**config.mk**
```make
export PLATFORM = sky130hd
export DESIGN_NAME = fp_elastic_pipe
export DESIGN_NICKNAME = d
export VERILOG_FILES = /design/src/rtl/fp_elastic_pipe.sv
export SDC_FILE = /design/constraint.sdc
export NUM_CORES = 1
export LEC_CHECK = 0
export ABC_CLOCK_PERIOD_IN_PS = 2000
export BUFFER_PORTS_ARGS = -buffer_cell sky130_fd_sc_hd__buf_2
export CORE_UTILIZATION = 45
export DETAILED_ROUTE_END_ITERATION = 7
export GPL_TIMING_DRIVEN = 0
export PLACE_DENSITY = 0.84
export SETUP_SLACK_MARGIN = 0.02
export SYNTH_ARGS = -nofsm -noshare
export SYNTH_HDL_FRONTEND = slang
export SYNTH_SLANG_ARGS = --single-unit
export TNS_END_PERCENT = 100
```
**constraint.sdc**
```tcl
create_clock -name clk -period 2 [get_ports clk]
set_input_delay 0.4 -clock clk [delete_from_list [all_inputs] [get_ports clk]]
set_output_delay 0.4 -clock clk [all_outputs]
set_load 0.03 [all_outputs]
```
**src/rtl/fp_elastic_pipe.sv**
```systemverilog
// Elastic valid/ready pipeline segment with DEPTH register stages and bubble collapsing.
// Optionally registers in_ready, backing it with a one-entry skid buffer.
module fp_elastic_pipe #(
    parameter int WIDTH     = 32,
    parameter int DEPTH     = 1,
    parameter int REG_READY = 0,
    localparam int OCC_W    = $clog2(DEPTH + 2)
) (
    input  logic              clk,
    input  logic              rst,
    input  logic              in_valid,
    output logic              in_ready,
    input  logic [WIDTH-1:0]  in_data,
    output logic              out_valid,
    input  logic              out_ready,
    output logic [WIDTH-1:0]  out_data,
    input  logic              flush,
    output logic [DEPTH-1:0]  stage_valid,
    output logic [OCC_W-1:0]  occupancy
);

    logic             valid_reg  [DEPTH];
    logic [WIDTH-1:0] data_reg   [DEPTH];
    logic             prev_valid [DEPTH];
    logic [WIDTH-1:0] prev_data  [DEPTH];
    logic [DEPTH:0]   en;
    logic             src_valid;
    logic [WIDTH-1:0] src_data;
    logic             in_fire;
    logic             out_fire;
    logic [OCC_W-1:0] occ_reg;

    assign in_fire  = in_valid & in_ready;
    assign out_fire = out_valid & out_ready;

    // A stage may load when it is empty or when the stage after it is moving.
    always_comb begin
        en        = '0;
        en[DEPTH] = out_ready;
        for (int i = DEPTH - 1; i >= 0; i--) begin
            en[i] = ~valid_reg[i] | en[i+1];
        end
    end

    generate
        if (REG_READY != 0) begin : g_skid
            logic             skid_valid_reg;
            logic             skid_valid_next;
            logic             busy_reg;
            logic [WIDTH-1:0] skid_data_reg;

            always_comb begin
                skid_valid_next = skid_valid_reg;
                if (flush) begin
                    skid_valid_next = 1'b0;
                end else if (skid_valid_reg) begin
                    skid_valid_next = ~en[0];
                end else if (in_fire && !en[0]) begin
                    skid_valid_next = 1'b1;
                end
            end

            // busy_reg mirrors the next skid state so in_ready drops the cycle after a capture.
            always_ff @(posedge clk or negedge rst) begin
                if (!rst) begin
                    skid_valid_reg <= 1'b0;
                    busy_reg       <= 1'b0;
                    skid_data_reg  <= '0;
                end else begin
                    skid_valid_reg <= skid_valid_next;
                    busy_reg       <= skid_valid_next;
                    if (!skid_valid_reg && in_fire && !en[0]) begin
                        skid_data_reg <= in_data;
                    end
                end
            end

            assign in_ready  = ~busy_reg;
            assign src_valid = skid_valid_reg | in_fire;
            assign src_data  = skid_valid_reg ? skid_data_reg : in_data;
        end else begin : g_comb
            assign in_ready  = en[0] & ~flush;
            assign src_valid = in_fire;
            assign src_data  = in_data;
        end
    endgenerate

    generate
        for (genvar gi = 0; gi < DEPTH; gi++) begin : g_stage
            if (gi == 0) begin : g_head
                assign prev_valid[gi] = src_valid;
                assign prev_data[gi]  = src_data;
            end else begin : g_body
                assign prev_valid[gi] = valid_reg[gi-1];
                assign prev_data[gi]  = data_reg[gi-1];
            end

            // Flush only kills valid bits; payload registers keep shifting.
            always_ff @(posedge clk or negedge rst) begin
                if (!rst) begin
                    valid_reg[gi] <= 1'b0;
                    data_reg[gi]  <= '0;
                end else begin
                    if (flush) begin
                        valid_reg[gi] <= 1'b0;
                    end else if (en[gi]) begin
                        valid_reg[gi] <= prev_valid[gi];
                    end
                    if (en[gi]) begin
                        data_reg[gi] <= prev_data[gi];
                    end
                end
            end

            assign stage_valid[gi] = valid_reg[gi];
        end
    endgenerate

    always_ff @(posedge clk or negedge rst) begin
        if (!rst) begin
            occ_reg <= '0;
        end else if (flush) begin
            occ_reg <= '0;
        end else begin
            occ_reg <= occ_reg + OCC_W'(in_fire) - OCC_W'(out_fire);
        end
    end

    assign occupancy = occ_reg;
    assign out_valid = valid_reg[DEPTH-1];
    assign out_data  = data_reg[DEPTH-1];

endmodule

```
==> summary.md <==
| Metric | Value |
|---|---|
| Status | `finished, final reports clean` |
| Die Wd | `around 60 µm` |
| Total CTS buffers | `5` |
| Initial antenna violation count | `0` |
| Ports | `74` |
| Via density | `roughly 4.7` |
| Dpl cell area | `0.00194 mm²` |
| Top post-synthesis cells by area | `dfrtp_1 (57%), mux2_4 (28%), buf_12 (3.9%), mux2_2 (3.0%), ha_1 (1.6%)` |
| Port Buf Inserts | `73` |
| Tmin final | `1.87 ns` |
| Slew @ Worst Pin | `roughly 0.74 ns` |
| CTS H-tree depth | `2` |
| Layout filler cell count | `256` |
| Synthesized area | `between 0.0015 and 0.002 mm²` |
| First-pass GRT wire length | `about 4200 µm` |
| Final setup fails | `0` |
| Largest net degree at the start of global routing | `36` |
| Post-DRT Antenna Nets | `0` |
| Reg clk slew, reported paths | `around 0.1 ns` |
| DRT iter0 DRCs | `20` |
| Number of synthesized register bits | `35` |
| Final hold violations | `0` |
| Sequential Area | `around 880 µm²` |
| Worst vdd ir | `0.369 mV` |
| Most frequent cells after synthesis | `dfrtp_1 (35), mux2_4 (28), mux2_2 (4)` |
| Hpwl dp | `2070 µm` |
| Nets@finish | `roughly 200` |
| Slowest stage cell, crit path | `dfrtp_1` |
| Yosys warning total | `0` |
| Syn_area_per_cell | `roughly 18 µm²` |
| Hold WC Path Type | `in -> async` |
| Global route overflow | `0` |
| Crit. End Element | `register` |
| Most frequent cell after synthesis | `dfrtp_1` |
| Part of the cycle the worst path needs | `between 90 and 100%` |
| Die Ht | `between 60 and 70 µm` |
| P&R area growth vs syn | `31.2%` |
| Starting density of the core | `around 50%` |
| Max_cap viols | `0` |
| Pwr per Cell Area | `approximately 770 mW/mm²` |
| Final setup TNS | `0 ns` |
| Number of remaining DRC errors | `0` |
| Clock skew | `0.00609 ns` |
| Wire length per cell | `~13 µm` |
| Max frequency | `535 MHz` |
| Critical Path Fanout Max | `8` |
| Slew HR | `between 50% and 60%` |
| Final instance area | `~0.002 mm²` |
| RSZ-0062 raised after global routing | `true` |
| Worst EP required | `2.25 ns` |
| Cell row count | `20` |
| Core area | `between 0.003 and 0.004 mm²` |
| Clock Tree Buf Depth | `2` |
| Post-Route WL | `2700 µm` |
| Syn nets | `around 120` |
| Crit Path Class | `reg -> reg` |
| Vias | `973` |
| CTS tree | `done` |
| Gate Count Post-Synth | `83` |
| Distinct cells, synth | `15` |
| Pre-Repair DR Iteration Count | `3` |
| Post-synth EDFFs | `0` |
| Critical Path Source Type | `register` |
| Worst skew pair latency | `roughly 0.32 ns` |
| Multi-input logic area | `~570 µm²` |
| All-Layer GR Usage | `about 16%` |
| Tot Pwr | `roughly 1.5 mW` |
| Clock sink count | `35` |
| # diodes | `0` |
| Top FF cell, synth | `dfrtp_1` |
| Final Slew Violations | `0` |
| Vias in the first global route | `984` |
| Yosys top cell area share | `between 50% and 60%` |
| Die footprint | `approximately 0.0036 mm²` |
| Dominant cell type by area after synthesis | `dfrtp_1` |
| Async SR Flop Fraction | `100%` |
| Static Leak | `between 1 and 1.5 nW` |
| Worst hold slack | `about 0.13 ns` |
| Post-synthesis sequential area ratio | `around 57%` |
| Crit path cell chain | `nor2b_4 -> or3b_1 -> ha_1 -> inv_1 -> ha_2 -> xnor3_1 -> nor2_1` |
| Final GP Congestion | `about 0.66` |
| Crit-path max cell delay | `approximately 0.41 ns` |
| Proportion of layout cells with a drive suffix above 1 | `about three quarters` |
| CTS root buffer | `clkbuf_4` |
| Arrival time at the worst endpoint | `between 2 and 2.5 ns` |
-- worst paths after layout --
path / from / to / slack, ns / cells after the start
max: out_valid$_DFFE_PN0P_ / occupancy[1]$_DFF_PN0_ / 0.13 / 7
min: rst / out_data[11]$_DFFE_PN0N_ / 0.13 / 1
max reg2reg: out_valid$_DFFE_PN0P_ / occupancy[1]$_DFF_PN0_ / 0.13 / 7
min reg2reg: out_data[20]$_DFFE_PN0N_ / out_data[20]$_DFFE_PN0N_ / 0.51 / 1
max in group asynchronous: rst / out_data[22]$_DFFE_PN0N_ / 1.39 / 1
min in group clk: flush / occupancy[0]$_DFF_PN0_ / 0.28 / 2
-- worst max-delay path: cells and delay by family (launching register included) --
family | cells | cell delay (ns)
flip-flops | 1 | 0.41
XOR/XNOR | 1 | 0.21
AND/OR/NAND/NOR | 3 | 0.69
adder cells (fa/ha/maj) | 2 | 0.44
buffers and inverters | 1 | 0.06
-- cell usage in the layout (no fill, tap or decap), types with 2 or more instances in the layout --
cell type and count:
buf_2 73, dfrtp_1 35, mux2_4 28, clkbuf_4 5
mux2_2 4, buf_12 3, nor2_1 2, buf_4 2
-- cells by family (layout without fill, tap and decap cells) --
family	after synthesis	after routing	synth area share, %
mux	32	32	30.5
compound gates	1	1	0.657
fa+ha+maj	2	2	1.64
flops	35	35	57.5
simple gates	6	6	2.79
buf+inv	6	86	5.42
xor+xnor	1	1	1.48
-- state kept, by name, summed over array words and instances, names as in the netlist --
name       cells
out_data      32
occupancy      2
out_valid      1
-- power by group --
part	switching, mW	internal, mW	total, mW	leakage, nW
Clock	0.206	0.163	0.369	0.0341
Sequential	0.0303	0.763	0.794	0.412
Combinational	0.207	0.167	0.374	0.595
Total	0.444	1.09	1.54	1.04
-- through the flow --
step | cells | util, % | setup slack [ns]
after floorplan | 83 | - | 0.0617
after global placement | 200 | 62.2 | 0.145
after detailed placement | 200 | 62.2 | 0.0820
after CTS | 207 | 64.0 | 0.0797
after global routing | 207 | 63.9 | 0.0151
final | 207 | 63.9 | 0.130
-- area by class of cell --
class | count | area share [%]
Sequential cell | 35 | 43.8
Inverter | 1 | 0.188
Timing Repair Buffer | 74 | 18.6
Tap cell | 44 | 2.75
Multi-Input combinational cell | 42 | 28.4
Clock buffer | 6 | 2.57
Buffer | 4 | 3.38
Clock inverter | 1 | 0.250
-- layer usage --
metal	GRT usage [%]	vias to the layer above	part of all wire, %
met4	4.98	0	0
met3	6.49	0	8.9
met2	29.0	58	52
met5	0	-	0
met1	16.9	469	39
li1	-	446	-
-- timing repair --
item | 4_1_cts | 5_1_grt
setup endpoints to repair | 0 | 1
endpoints found under the hold margin | 0 | 0
hold buffers | 0 | 0
buffers inserted | 0 | 1
gates resized for setup | 0 | 1
Note: power is estimated with default switching activity, not from simulation.
